[src/rtl/fixedp_pkg.sv]
// Shared fixed-point definitions for the matrix datapath: word format,
// divider state encoding and the signed-magnitude helper.
package fixedp_pkg;

    localparam int WIDTH = 16;
    localparam int FRAC  = 8;
    localparam int NITER = WIDTH + FRAC;
    localparam int CNT_W = $clog2(NITER + 1);

    typedef enum logic [1:0] {
        IDLE = 2'd0,
        ITER = 2'd1,
        DONE = 2'd2
    } sdiv_state_t;

    // Magnitude of a two's-complement word; the most-negative value maps to 2^(W-1).
    function automatic logic [WIDTH-1:0] fx_abs(input logic [WIDTH-1:0] x);
        fx_abs = x[WIDTH-1] ? ((~x) + WIDTH'(1'b1)) : x;
    endfunction

endpackage

[src/rtl/sdiv_mag_if.sv]
// Operand/result bundle between a requester and the magnitude divider.
interface sdiv_mag_if;
    import fixedp_pkg::*;

    logic [WIDTH-1:0] a;
    logic [WIDTH-1:0] b;
    logic             req;
    logic             busy;
    logic             valid;
    logic [WIDTH-1:0] f;
    logic             neg;
    logic             dbz;

    modport master (output a, b, req, input busy, valid, f, neg, dbz);
    modport slave  (input a, b, req, output busy, valid, f, neg, dbz);

endinterface

[src/rtl/udiv_step.sv]
// One combinational restoring-division step: shift in a numerator bit,
// trial-subtract the divisor and keep the difference when it does not borrow.
module udiv_step #(
    parameter int W = 16
) (
    input  logic [W:0]   rem_in,
    input  logic         bit_in,
    input  logic [W-1:0] mb,
    output logic [W:0]   rem_out,
    output logic         q_bit
);

    logic [W+1:0] shifted_s;

    assign shifted_s = {rem_in, bit_in};
    assign q_bit     = (shifted_s >= {2'b00, mb});
    assign rem_out   = q_bit ? (W+1)'(shifted_s - {2'b00, mb}) : (W+1)'(shifted_s);

endmodule

[src/rtl/sdiv_mag.sv]
// Iterative signed fixed-point divider front half: produces the saturated
// quotient magnitude |a|/|b| and its sign for the downstream negate stage.
module sdiv_mag
    import fixedp_pkg::*;
(
    input  logic      clk,
    input  logic      reset,
    sdiv_mag_if.slave bus
);

    sdiv_state_t        state_r;
    sdiv_state_t        state_next;
    logic [NITER-1:0]   num_r;
    logic [WIDTH:0]     rem_r;
    logic [NITER-1:0]   q_r;
    logic [WIDTH-1:0]   mb_r;
    logic [CNT_W-1:0]   cnt_r;
    logic               neg_r;
    logic               dbz_r;
    logic               zero_r;
    logic               busy_r;
    logic               valid_r;
    logic [WIDTH-1:0]   f_r;
    logic               fneg_r;
    logic               fdbz_r;
    logic [WIDTH:0]     step_rem_s;
    logic               step_q_s;
    logic [WIDTH-1:0]   lim_s;
    logic [WIDTH-1:0]   f_s;
    logic               neg_s;

    udiv_step #(.W(WIDTH)) u_step (
        .rem_in  (rem_r),
        .bit_in  (num_r[NITER-1]),
        .mb      (mb_r),
        .rem_out (step_rem_s),
        .q_bit   (step_q_s)
    );

    // State register.
    always_ff @(posedge clk) begin
        if (reset) state_r <= IDLE;
        else       state_r <= state_next;
    end

    // Next-state decode.
    always_comb begin
        state_next = state_r;
        case (state_r)
            IDLE: begin
                if (bus.req) state_next = ITER;
                else         state_next = IDLE;
            end
            ITER: begin
                if (cnt_r == CNT_W'(NITER - 1)) state_next = DONE;
                else                            state_next = ITER;
            end
            DONE:    state_next = IDLE;
            default: state_next = IDLE;
        endcase
    end

    // Saturation; a negative result may reach 2^(W-1), a positive one only 2^(W-1)-1.
    always_comb begin
        lim_s = neg_r ? {1'b1, {(WIDTH-1){1'b0}}} : {1'b0, {(WIDTH-1){1'b1}}};
        f_s   = {WIDTH{1'b0}};
        neg_s = neg_r;
        if (dbz_r) begin
            f_s   = lim_s;
        end else if (zero_r) begin
            neg_s = 1'b0;
        end else if (q_r > NITER'(lim_s)) begin
            f_s   = lim_s;
        end else begin
            f_s   = q_r[WIDTH-1:0];
        end
    end

    // Operand capture, iteration datapath and registered result outputs.
    always_ff @(posedge clk) begin
        if (reset) begin
            num_r   <= {NITER{1'b0}};
            rem_r   <= {(WIDTH+1){1'b0}};
            q_r     <= {NITER{1'b0}};
            mb_r    <= {WIDTH{1'b0}};
            cnt_r   <= {CNT_W{1'b0}};
            neg_r   <= 1'b0;
            dbz_r   <= 1'b0;
            zero_r  <= 1'b0;
            busy_r  <= 1'b0;
            valid_r <= 1'b0;
            f_r     <= {WIDTH{1'b0}};
            fneg_r  <= 1'b0;
            fdbz_r  <= 1'b0;
        end else begin
            valid_r <= 1'b0;
            busy_r  <= (state_next != IDLE);
            case (state_r)
                IDLE: begin
                    if (bus.req) begin
                        num_r  <= {fx_abs(bus.a), {FRAC{1'b0}}};
                        mb_r   <= fx_abs(bus.b);
                        neg_r  <= bus.a[WIDTH-1] ^ bus.b[WIDTH-1];
                        dbz_r  <= (bus.b == {WIDTH{1'b0}});
                        zero_r <= (bus.a == {WIDTH{1'b0}});
                        rem_r  <= {(WIDTH+1){1'b0}};
                        q_r    <= {NITER{1'b0}};
                        cnt_r  <= {CNT_W{1'b0}};
                    end
                end
                ITER: begin
                    num_r <= {num_r[NITER-2:0], 1'b0};
                    rem_r <= step_rem_s;
                    q_r   <= {q_r[NITER-2:0], step_q_s};
                    cnt_r <= cnt_r + CNT_W'(1'b1);
                end
                DONE: begin
                    f_r     <= f_s;
                    fneg_r  <= neg_s;
                    fdbz_r  <= dbz_r;
                    valid_r <= 1'b1;
                end
                default: ;
            endcase
        end
    end

    assign bus.busy  = busy_r;
    assign bus.valid = valid_r;
    assign bus.f     = f_r;
    assign bus.neg   = fneg_r;
    assign bus.dbz   = fdbz_r;

endmodule

[src/flat_wrapper.sv]
// flat-port wrapper written by rule: the top's interface ports become plain ports
module sdiv_mag_flat import fixedp_pkg::*;
  (clk, reset, bus_a, bus_b, bus_req, bus_busy, bus_valid, bus_f, bus_neg, bus_dbz);
  sdiv_mag_if bus_i ();
  input  logic clk;
  input  logic reset;
  input wire logic [$bits(bus_i.a)-1:0] bus_a;
  input wire logic [$bits(bus_i.b)-1:0] bus_b;
  input wire logic [$bits(bus_i.req)-1:0] bus_req;
  output wire logic [$bits(bus_i.busy)-1:0] bus_busy;
  output wire logic [$bits(bus_i.valid)-1:0] bus_valid;
  output wire logic [$bits(bus_i.f)-1:0] bus_f;
  output wire logic [$bits(bus_i.neg)-1:0] bus_neg;
  output wire logic [$bits(bus_i.dbz)-1:0] bus_dbz;
  assign bus_i.a = bus_a;
  assign bus_i.b = bus_b;
  assign bus_i.req = bus_req;
  assign bus_busy = bus_i.busy;
  assign bus_valid = bus_i.valid;
  assign bus_f = bus_i.f;
  assign bus_neg = bus_i.neg;
  assign bus_dbz = bus_i.dbz;
  sdiv_mag u_core (.clk(clk), .reset(reset), .bus(bus_i));
endmodule
[config.mk]
export PLATFORM = sky130hd
export DESIGN_NAME = sdiv_mag_flat
export DESIGN_NICKNAME = d
export VERILOG_FILES = /design/src/rtl/fixedp_pkg.sv /design/src/rtl/sdiv_mag_if.sv /design/src/rtl/udiv_step.sv /design/src/rtl/sdiv_mag.sv /design/src/flat_wrapper.sv
export SDC_FILE = /design/constraint.sdc
export NUM_CORES = 1
export LEC_CHECK = 0
export CAP_MARGIN = 20
export CORE_MARGIN = 5
export CORE_UTILIZATION = 40
export DETAILED_ROUTE_END_ITERATION = 10
export PLACE_DENSITY = 0.63
export SLEW_MARGIN = 20
export SYNTH_ARGS = -nofsm -noshare
export SYNTH_HDL_FRONTEND = slang
export SYNTH_SLANG_ARGS = --single-unit
export TNS_END_PERCENT = 100
[constraint.sdc]
create_clock -name clk -period 7.55 [get_ports clk]
set_clock_uncertainty 0.1 [all_clocks]
set_input_delay 0.755 -clock clk [delete_from_list [all_inputs] [get_ports clk]]
set_output_delay 0.755 -clock clk [all_outputs]
set_load 0.01 [all_outputs]
==> results_tabular.tex, run 1 <==
\begin{tabular}{lr}
\hline
Metric & Value \\
\hline
\multicolumn{2}{l}{\textbf{Timing}} \\
Fmax & 279 MHz \\
Headroom to the max-slew limit & 27.4\% \\
Tmin final & 3.59 ns \\
Number of endpoints failing setup at the final stage & 0 \\
Number of pins with negative max-slew slack in the final report & 0 \\
Sum of negative setup slack & 0 ns \\
Transition time at the pin with the least slew margin & 1.09 ns \\
Least setup slack across all paths after layout & 3.96 ns \\
Setup repair after global routing missed its margin & no \\
Smallest hold slack & 0.361 ns \\
Number of failing hold endpoints at the final stage & 0 \\
Period utilisation layout & 47.5\% \\
\multicolumn{2}{l}{\textbf{Yosys}} \\
Total of flip-flops plus latches after synthesis & 103 \\
Synth async-reset ratio & 0\% \\
Top cells by count, synth & sky130\_fd\_sc\_hd\_\_dfxtp\_1, sky130\_fd\_sc\_hd\_\_nand2\_1, sky130\_fd\_sc\_hd\_\_nor2\_1, sky130\_fd\_sc\_hd\_\_o21ai\_0 \\
Post-synthesis instance total & 675 \\
Leading post-synthesis cells by cell area & sky130\_fd\_sc\_hd\_\_dfxtp\_1, sky130\_fd\_sc\_hd\_\_ha\_1, sky130\_fd\_sc\_hd\_\_o211ai\_1 \\
Most frequent cell after synthesis & sky130\_fd\_sc\_hd\_\_dfxtp\_1 \\
Seq/Total Area, Yosys & 35.6\% \\
EDFF count, synth & 0 \\
Top cell type's share of synthesized area & 35.6\% \\
Flip-flop cell with the highest count after synthesis & sky130\_fd\_sc\_hd\_\_dfxtp\_1 \\
Number of distinct library cell variants in the gate-level netlist after synthesis & 65 \\
Net count after synthesis & 746 \\
Post-synthesis area per instance & 8.59 um2 \\
Post-synthesis instance area & 5800 um2 \\
Yosys Warn Count & 0 \\
Cell type contributing the most total cell area after synthesis & sky130\_fd\_sc\_hd\_\_dfxtp\_1 \\
\multicolumn{2}{l}{\textbf{Power}} \\
Reg power frac & 32.5\% \\
Pwr Total & 1.99 mW \\
Net switching power of the design & 0.826 mW \\
Part of the total power dissipated in combinational logic & 43.7\% \\
Static Leakage & 2.46 nW \\
Sw frac & 41.6\% \\
Part of the power in the clock network & 23.8\% \\
Cell-internal power & 1.16 mW \\
Ratio of total power to cell area & 295 nW/um2 \\
Largest vdd supply drop & 0.000183 V \\
\multicolumn{2}{l}{\textbf{Finish}} \\
Antenna Cells & 0 \\
Share of final-layout standard cells stronger than drive strength 1 & 6.91\% \\
Filler cell count in the final layout & 1,366 \\
Layout Area Growth over Synthesis & 16.2\% \\
Core Util, Final & 46.9\% \\
Total Nets Final & 775 \\
Final design area excluding fillers & 6740 um2 \\
Final cell count without fillers & 893 \\
\multicolumn{2}{l}{\textbf{Drt}} \\
Final routed wire length divided by cell count & 16.1 um \\
\# DRC & 0 \\
Drt total wl & 14.4 mm \\
Number of DRC markers in iteration 0 & 356 \\
Vias per inst & 5.77 \\
Number of optimization iterations in the first detailed-route pass & 5 \\
Via count & 5,157 \\
Remaining antenna violation count & 0 \\
\multicolumn{2}{l}{\textbf{Setup path}} \\
Cell Chain, Critical Path & inv\_1 -> ha\_1 -> nand4\_1 -> or4\_4 -> nor3\_4 -> or3\_1 -> o221a\_4 -> a211oi\_1 \\
Biggest fanout along the worst timing path & 18 \\
Slack of the worst reg-to-reg path & 3.96 ns \\
Launching element type of the critical path & register \\
Arrival time reported for the critical path endpoint & 3.67 ns \\
Slowest stage cell on the critical path & sky130\_fd\_sc\_hd\_\_dfxtp\_1 \\
CP max stage delay & 0.74 ns \\
Crit Path Category & register to register \\
Required time at the worst-slack endpoint & 7.63 ns \\
Kind of end point of the critical path & register \\
\multicolumn{2}{l}{\textbf{Placement}} \\
Placed cells & 877 \\
Routability-driven placement congestion ratio & 0.890 \\
Placed inst area & 6440 um2 \\
Half-perimeter wire length after placement & 10.3 mm \\
\# port buffers & 54 \\
Dpl ws & 3.96 ns \\
\multicolumn{2}{l}{\textbf{Global route}} \\
Overall global routing resource usage & 17.3\% \\
Total grt overflow & 0 \\
First-pass GRT wire length & 23.9 mm \\
Largest net degree at the start of global routing & 48 \\
Vias in the first global route & 4,904 \\
Antenna violations before repair & 0 \\
\multicolumn{2}{l}{\textbf{Clock network}} \\
Maximum number of buffers from clock root to sink & 2 \\
CTS clk-pin slew, worst paths & 0.07 ns \\
Post-CTS Setup Bufs & 0 \\
Cts repair resizes & 0 \\
Root buf cell & sky130\_fd\_sc\_hd\_\_clkbuf\_16 \\
Maximum level of the CTS H-tree & 3 \\
Hold-fix buffers at CTS & 0 \\
Clk Latency, worst-skew pair & 0.35 ns \\
CTS tree & done \\
Number of CTS-inserted buffers & 9 \\
Number of clock sinks & 103 \\
\multicolumn{2}{l}{\textbf{Die}} \\
Area of the core & 14,400 um2 \\
Effective utilization at floorplan & 40.4\% \\
Die ar. & 17,000 um2 \\
Placement row count & 44 \\
Number of top-level design ports & 55 \\
Floorplan die height & 130 um \\
Die W & 130 um \\
\multicolumn{2}{l}{\textbf{Outcome}} \\
Run status & finished, final reports clean \\
\multicolumn{2}{l}{\textbf{Min path}} \\
Worst hold path class & register to register \\
\multicolumn{2}{l}{\textbf{Flow run}} \\
Maximum Capacitance Violations & 0 \\
\hline
\end{tabular}
worst paths after layout:
check / endpoint / start / cells past startpoint
max reg2reg: u_core.bus.f[2] / u_core.neg_r / 8
min: u_core.bus.dbz / u_core.bus.dbz / 2
max: u_core.bus.f[2] / u_core.neg_r / 8
min reg2reg: u_core.bus.dbz / u_core.bus.dbz / 2
registers in the layout (all words and copies together) (netlist names):
| signal | flops |
|---|---|
| u_core.bus.busy | 1 |
| u_core.zero_r | 1 |
| u_core.neg_r | 1 |
| u_core.dbz_r | 1 |
| u_core.bus.dbz | 1 |
| u_core.q_r | 24 |
| u_core.mb_r | 16 |
| u_core.bus.neg | 1 |
| u_core.state_r | 2 |
| u_core.bus.valid | 1 |
| u_core.num_r | 16 |
| u_core.bus.f | 16 |
| u_core.rem_r | 17 |
| u_core.cnt_r | 5 |
kinds of logic after synthesis:
family / share of synthesized area, %
mux: 0.885
flops: 35.6
xor+xnor: 4.53
simple gates: 16.7
compound gates: 29.5
buf+inv: 4.94
fa+ha+maj: 7.90
area by class of cell:
| type | count | area (um2) | share of cell area [%] |
|---|---|---|---|
| multi-input combinational | 501 | 3460 | 51.4 |
| sequential | 103 | 2060 | 30.6 |
| timing repair buffer | 58 | 566 | 8.40 |
| tap | 184 | 230 | 3.42 |
| clock buffer | 9 | 225 | 3.34 |
| inverter | 31 | 116 | 1.73 |
| clock inverter | 7 | 71.3 | 1.06 |
layer usage:
layer	vias to the layer above	track usage [%]	part of all wire, %
met5	-	0	0
met4	0	6.78	2.4
met3	21	3.13	3.9
met2	99	28.6	48
met1	2467	22.5	46
li1	2570	-	-
critical path: cells and delay by family (launching register included):
kind | cells | cell delay, ns
DFF | 1 | 0.74
AOI/OAI and AO/OA | 2 | 0.46
and+or+nand+nor | 4 | 1.53
buffers and inverters | 1 | 0.22
adders and majority gates | 1 | 0.35
placed cells by master (no fill, tap or decap), types with 3 or more instances in the layout:
master,netlist,final
sky130_fd_sc_hd__a211oi_2,10,10
sky130_fd_sc_hd__o2111ai_1,7,7
sky130_fd_sc_hd__nand2_1,60,60
sky130_fd_sc_hd__a211oi_1,17,17
sky130_fd_sc_hd__a22o_1,24,24
sky130_fd_sc_hd__inv_1,31,31
sky130_fd_sc_hd__mux2i_1,4,4
sky130_fd_sc_hd__xor2_1,21,21
sky130_fd_sc_hd__nor4_1,6,6
sky130_fd_sc_hd__or2_2,5,5
sky130_fd_sc_hd__clkinv_2,0,3
sky130_fd_sc_hd__a31oi_1,5,5
sky130_fd_sc_hd__or4_1,4,4
sky130_fd_sc_hd__nor2_1,58,58
sky130_fd_sc_hd__dfxtp_1,103,103
sky130_fd_sc_hd__nand4_1,6,6
sky130_fd_sc_hd__clkbuf_16,0,9
sky130_fd_sc_hd__nor2b_1,7,5
sky130_fd_sc_hd__ha_1,35,35
sky130_fd_sc_hd__a21oi_1,26,26
sky130_fd_sc_hd__a21oi_2,3,3
sky130_fd_sc_hd__nand3_1,15,15
sky130_fd_sc_hd__a22oi_1,14,14
sky130_fd_sc_hd__o311a_1,3,3
sky130_fd_sc_hd__o211ai_1,35,35
sky130_fd_sc_hd__or3_1,12,12
sky130_fd_sc_hd__nor3_1,8,8
sky130_fd_sc_hd__o21ai_0,41,41
sky130_fd_sc_hd__o21a_1,3,3
sky130_fd_sc_hd__buf_4,0,4
sky130_fd_sc_hd__nand2b_1,4,4
sky130_fd_sc_hd__a21o_1,8,8
sky130_fd_sc_hd__xnor2_1,9,9
sky130_fd_sc_hd__clkdlybuf4s50_1,0,53
sky130_fd_sc_hd__o31ai_1,11,11
power by group through the flow:
stage                     clock network [mW]  registers, mW  logic, mW
after floorplan                            0          0.643      0.673
final                                  0.474          0.645      0.867
after CTS                              0.481          0.644      0.858
after global placement                     0          0.656      0.829
after detailed placement                   0          0.656      0.852
after global routing                   0.507          0.653      0.965
Power figures use the tool's default switching activity.
==> run 2, diff against run 1 <==
==> constraint.sdc (replaced) <==
create_clock -name clk -period 3.4 [get_ports clk]
set_clock_uncertainty 0.1 [all_clocks]
set_input_delay 0.34 -clock clk [delete_from_list [all_inputs] [get_ports clk]]
set_output_delay 0.34 -clock clk [all_outputs]
set_load 0.01 [all_outputs]
==> results_tabular.tex, run 2 (same netlist as run 1, synthesis figures left out) <==
\begin{tabular}{lr}
\hline
Metric & Value \\
\hline
\multicolumn{2}{l}{\textbf{Drt}} \\
\# DRC & 0 \\
Number of DRC markers in iteration 0 & 318 \\
Drt total wl & 14.6 mm \\
Remaining antenna violation count & 0 \\
Number of optimization iterations in the first detailed-route pass & 5 \\
Via count & 5,227 \\
Final routed wire length divided by cell count & 16.2 um \\
Vias per inst & 5.78 \\
\multicolumn{2}{l}{\textbf{Clock network}} \\
Root buf cell & sky130\_fd\_sc\_hd\_\_clkbuf\_16 \\
CTS tree & done \\
Hold-fix buffers at CTS & 0 \\
Number of clock sinks & 103 \\
Cts repair resizes & 0 \\
Maximum number of buffers from clock root to sink & 2 \\
Maximum level of the CTS H-tree & 3 \\
Number of CTS-inserted buffers & 9 \\
Post-CTS Setup Bufs & 0 \\
CTS clk-pin slew, worst paths & 0.07 ns \\
Clk Latency, worst-skew pair & 0.35 ns \\
\multicolumn{2}{l}{\textbf{Placement}} \\
Routability-driven placement congestion ratio & 0.904 \\
\# port buffers & 54 \\
Half-perimeter wire length after placement & 10.7 mm \\
\multicolumn{2}{l}{\textbf{Global route}} \\
Met3 routing resource usage after global routing & 2.48\% \\
Vias in the first global route & 4,983 \\
Total grt overflow & 0 \\
Overall global routing resource usage & 17.7\% \\
Met2 layer usage reported by global route & 30.2\% \\
Antenna violations before repair & 0 \\
Met1 track demand over resource & 22.3\% \\
First-pass GRT wire length & 24.3 mm \\
Largest net degree at the start of global routing & 41 \\
Global routing's busiest layer & met2 \\
\multicolumn{2}{l}{\textbf{Setup path}} \\
Arrival time reported for the critical path endpoint & 3.22 ns \\
Worst path buffer plus inverter count & 1 \\
Slowest stage cell on the critical path & sky130\_fd\_sc\_hd\_\_nor4\_4 \\
Required time at the worst-slack endpoint & 3.53 ns \\
CP max stage delay & 0.69 ns \\
Crit Path Category & register to register \\
Critical path depth in cells & 8 \\
Delay-heaviest family, CP & simple AND/OR/NAND/NOR gates \\
Cell Chain, Critical Path & buf\_4 -> ha\_1 -> nand4\_1 -> nor2\_1 -> a211o\_1 -> nor4\_4 -> o221a\_4 -> a211oi\_1 \\
Kind of end point of the critical path & register \\
Count of cells along the worst register-to-register path & 8 \\
Launching element type of the critical path & register \\
Biggest fanout along the worst timing path & 18 \\
\multicolumn{2}{l}{\textbf{Finish}} \\
Most flop-heavy register & u\_core.q\_r \\
Number of flip-flops under the largest register name & 24 \\
Regs by FF count & u\_core.q\_r (24), u\_core.rem\_r (17) \\
Layout Area Growth over Synthesis & 17.5\% \\
Share of final-layout standard cells stronger than drive strength 1 & 8.18\% \\
Leading cell types in the layout, fill and taps excluded & sky130\_fd\_sc\_hd\_\_dfxtp\_1, sky130\_fd\_sc\_hd\_\_nand2\_1, sky130\_fd\_sc\_hd\_\_nor2\_1 \\
Antenna Cells & 0 \\
Filler cell count in the final layout & 1,331 \\
Total Nets Final & 788 \\
Commonest non-fill, non-tap cell in the layout & sky130\_fd\_sc\_hd\_\_dfxtp\_1 \\
\multicolumn{2}{l}{\textbf{Outcome}} \\
Run status & finished, final reports clean \\
\multicolumn{2}{l}{\textbf{Die}} \\
Number of top-level design ports & 55 \\
Die ar. & 17,000 um2 \\
Floorplan die height & 130 um \\
Die W & 130 um \\
Area of the core & 14,400 um2 \\
Effective utilization at floorplan & 40.4\% \\
Placement row count & 44 \\
\multicolumn{2}{l}{\textbf{Timing}} \\
Sum of negative setup slack & 0 ns \\
Number of failing hold endpoints at the final stage & 0 \\
Fmax & 323 MHz \\
Number of pins with negative max-slew slack in the final report & 0 \\
Headroom to the max-slew limit & 31.7\% \\
Period utilisation layout & 90.9\% \\
Transition time at the pin with the least slew margin & 1.02 ns \\
Setup repair after global routing missed its margin & no \\
Number of endpoints failing setup at the final stage & 0 \\
Tmin final & 3.09 ns \\
\multicolumn{2}{l}{\textbf{Power}} \\
Largest vdd supply drop & 0.000336 V \\
Pwr Total & 4.53 mW \\
Static Leakage & 2.52 nW \\
Ratio of total power to cell area & 665 nW/um2 \\
\multicolumn{2}{l}{\textbf{Min path}} \\
Worst hold path class & register to register \\
Instance count along the most critical hold path & 2 \\
\multicolumn{2}{l}{\textbf{Flow run}} \\
Maximum Capacitance Violations & 0 \\
\hline
\end{tabular}
[run 2: metal layers]
layer  share of wire, %  up-vias
met5                  0        -
met4                2.3        0
met3                4.5       22
met2                 49      143
met1                 44     2456
li1                   -     2606
[run 2: layout make-up]
cell class | instances | area [um2] | area share [%]
Multi-Input combinational cell | 501 | 3460 | 50.8
Inverter | 31 | 116 | 1.71
Tap cell | 184 | 230 | 3.38
Sequential cell | 103 | 2060 | 30.3
Clock buffer | 12 | 246 | 3.62
Timing Repair Buffer | 71 | 676 | 9.92
Clock inverter | 3 | 18.8 | 0.275
[run 2: power by group]
group	total [mW]	internal [mW]	switching, mW	leakage (nW)
logic	2.13	0.819	1.31	1.55
clock network	0.976	0.514	0.462	0.133
registers	1.42	1.33	0.0939	0.837
total	4.53	2.66	1.87	2.52
[run 2: worst paths after layout]
check / end / start / slack (ns)
worst max-delay path: u_core.bus.f[0] / u_core.neg_r / 0.31
worst min register to register: u_core.bus.dbz / u_core.bus.dbz / 0.36
worst min-delay path: u_core.bus.dbz / u_core.bus.dbz / 0.36
worst max register to register: u_core.bus.f[0] / u_core.neg_r / 0.31
[run 2: worst min-delay path: cells and delay by family, from the launching register on]
kind | cells | cell delay [ns]
flip-flops | 1 | 0.31
AO/OA/AOI/OAI | 1 | 0.05
AND/OR/NAND/NOR | 1 | 0.05
[run 2: stage by stage]
step | utilization (%) | std cells | hold WS (ns) | setup WS [ns] | cell area [um2]
detailed placement | 45.6 | 890 | 0.345 | 0.272 | 6550
CTS | 47.4 | 905 | 0.361 | 0.256 | 6810
finish | 47.4 | 905 | 0.359 | 0.308 | 6810
global route | 47.4 | 905 | 0.376 | 0.0724 | 6810
floorplan | - | 675 | 0.325 | 0.499 | 5800
global placement | 45.6 | 890 | 0.339 | 0.414 | 6550
==> run 3, diff against run 2 <==
--- a/config.mk
+++ b/config.mk
@@ -5,12 +5,12 @@
 export SDC_FILE = /design/constraint.sdc
 export NUM_CORES = 1
 export LEC_CHECK = 0
+export ABC_CLOCK_PERIOD_IN_PS = 3400
 export CAP_MARGIN = 20
 export CORE_MARGIN = 5
 export CORE_UTILIZATION = 40
 export DETAILED_ROUTE_END_ITERATION = 10
 export PLACE_DENSITY = 0.63
-export SLEW_MARGIN = 20
 export SYNTH_ARGS = -nofsm -noshare
 export SYNTH_HDL_FRONTEND = slang
 export SYNTH_SLANG_ARGS = --single-unit
==> results of run 3 <==
No change in the layout: final DEF, timing and power equal those of run 2.
==> RTL change, RTL diff (settings of run 2) <==
Re-encode `sdiv_state_t` (3 states) as one-hot, 3 bits wide.
--- a/src/rtl/fixedp_pkg.sv
+++ b/src/rtl/fixedp_pkg.sv
@@ -7,10 +7,10 @@
     localparam int NITER = WIDTH + FRAC;
     localparam int CNT_W = $clog2(NITER + 1);
 
-    typedef enum logic [1:0] {
-        IDLE = 2'd0,
-        ITER = 2'd1,
-        DONE = 2'd2
+    typedef enum logic [2:0] {
+        IDLE = 3'b001,
+        ITER = 3'b010,
+        DONE = 3'b100
     } sdiv_state_t;
 
     // Magnitude of a two's-complement word; the most-negative value maps to 2^(W-1).
Function: same outputs for any inputs over 10 cycles, from zero or initial values and one cycle with reset high; not proved beyond that.
==> RTL change against run 2 <==
  * Design area is 0.97% lower
  * Setup slack better by 160 ps
  * Die area is 1.9% lower
  * Routed wire length is 6.5% lower
  * Area after synthesis is 2.1% lower
  * Fmax is 5.5% higher
  * Sequential cell count is 1 higher
  * Critical path type unchanged
  * Count of clock-buffer cells in the layout is 3 lower
Power is not compared: it rests on default switching activity, and its combinational part moved more than twofold at a synthesized area within 25%.
==> RTL change: results (changes against run 2) <==
| Metric | Value |
|---|---|
| Area contributors post-synth | `dfxtp_1 (37%), ha_1 (7.7%), nor2_1 (3.6%)` |
| Net count after synthesis | `712 (-4.6%)` |
| DRT iter0 DRCs | `264 (-17%)` |
| Ys async rst share | `0% (unchanged)` |
| Final HPWL DP | `10000 microns (-6.4%)` |
| Max Buffers Root-to-Sink | `2 (unchanged)` |
| Met1 WL | `6360 microns (-2.0%)` |
| Met3 Routed Length | `531 microns (-20%)` |
| Routed WL per cell | `15.7 microns (-3.0%)` |
| Hold WC Path Type | `flip-flop to flip-flop` |
| Post-synth cell types | `66 (+1.5%)` |
| Initial antenna violation count | `0 (unchanged)` |
| Post CTS Setup Buffer Count | `0 (unchanged)` |
| Fillers | `1351 (+1.5%)` |
| Final Net Count | `758 (-3.8%)` |
| Router iterations before antenna repair | `5 (unchanged)` |
| Crit Path Max Fanout | `17 (-1)` |
| Clock Latency Late Sink | `350 ps (about the same)` |
| Worst EP arrival | `3070 ps (-150 ps)` |
| Resized Gates After CTS | `0 (unchanged)` |
| Port buffer count | `54 (unchanged)` |
| Overall Global Routing Usage | `16.9% (-0.77 points)` |
| First-pass GRT wire length | `23200 microns (-4.5%)` |
| Most frequent cells after synthesis | `dfxtp_1 (104), nor2_1 (55), nand2_1 (47), a21oi_1 (36), ha_1 (35)` |
| Pre-CTS setup slack | `448 ps (+176 ps)` |
| Syn. warnings | `0 (unchanged)` |
| Antenna diode count | `0 (unchanged)` |
| Largest regs | `u_core.q_r (24), u_core.rem_r (17)` |
| Global Route met1 Usage | `21.9% (-0.44 points)` |
| Actual slew at the worst max-slew pin | `766 ps (-254 ps)` |
| Layout cells sized above 1 | `9.25% (+1.1 points)` |
| Synth Flop Type | `dfxtp_1` |
| DR vias/cell | `5.73 (-0.72%)` |
| Max VDD drop | `around 240 uV` |
| Seq/Total Area, Yosys | `36.7% (+1.1 points)` |
| Inserted Clock Buffers | `9 (unchanged)` |
| Status | `finished, final reports clean` |
| Clk slew on worst S/H paths | `70 ps (about the same)` |
| Clock root cell | `clkbuf_16` |
| Max layer used | `met4` |
| Lkg Pwr | `2.66 nW` |
| Routed wl met2 | `6600 microns (-7.6%)` |
| Met3 usage | `2.64% (+0.16 points)` |
| RePlAce Congestion | `0.882 (-2.4%)` |
| # DRC | `0 (unchanged)` |
| Fin util | `48.6% (+1.2 points)` |
| Met2 Use GR | `28.7% (-1.5 points)` |
| Placed cell area | `0.00643 sq mm (-1.7%)` |
| Total Wirelength | `13700 microns (-6.5%)` |
| Htree depth | `3 (unchanged)` |
| Syn Inst Count | `641 (-5.0%)` |
| Post-Place Cells | `856 (-3.8%)` |
| Vias in the first global route | `4832 (-3.0%)` |
| Largest net degree at the start of global routing | `43 (+4.9%)` |
-- RTL change: cell types whose count changed in the layout (fill, tap and decap cells not counted), sizes merged, moves of 8 or more --
cell / run 2 / this run
xnor2: 9 / 17
a211oi: 27 / 16
o21ai: 43 / 35
o221a: 1 / 15
a21oi: 29 / 37
o211ai: 35 / 1
mux2i: 4 / 14
nand2: 60 / 47
-- RTL change: power by group --
group	internal [mW]	switching, mW	total (mW)
clock network	0.587	0.496	1.08
registers	1.25	0.0214	1.28
logic	0.224	0.293	0.517
-- RTL change: cell families (layout without fill, tap and decap cells) --
family / count (synthesis) / in the layout / share of synthesized area, %
compound gates: 201 / 201 / 26.0
xor+xnor: 34 / 34 / 5.24
fa+ha+maj: 36 / 36 / 8.06
buf+inv: 62 / 113 / 4.38
flops: 104 / 104 / 36.7
mux: 15 / 15 / 2.67
simple gates: 189 / 189 / 17.0
-- RTL change: worst max-delay path, cell delays in order, from the launching register on --
cell and delay, ps:
dfxtp_1 310, buf_4 220, inv_1 140, ha_1 340, nand4_1 180, nor4_4 350
nand2_1 140, a31oi_1 190, nand3_1 440, o221a_2 420
-- RTL change: cell type report --
class | count | area share, %
Clock buffer | 9 | 3.34
Clock inverter | 7 | 1.30
Inverter | 31 | 1.72
Multi-Input combinational cell | 475 | 50.1
Sequential cell | 104 | 30.9
Tap cell | 180 | 3.34
Timing Repair Buffer | 66 | 9.35
-- RTL change: worst paths after layout --
kind / start / endpoint / slack (ps) / depth (start not counted)
worst max-delay path: u_core.neg_r / u_core.bus.f[4] / 470 / 9
worst min-delay path: u_core.num_r[10] / u_core.num_r[10] / 360 / 2
worst max register to register: u_core.neg_r / u_core.bus.f[4] / 470 / 9
worst min register to register: u_core.num_r[10] / u_core.num_r[10] / 360 / 2
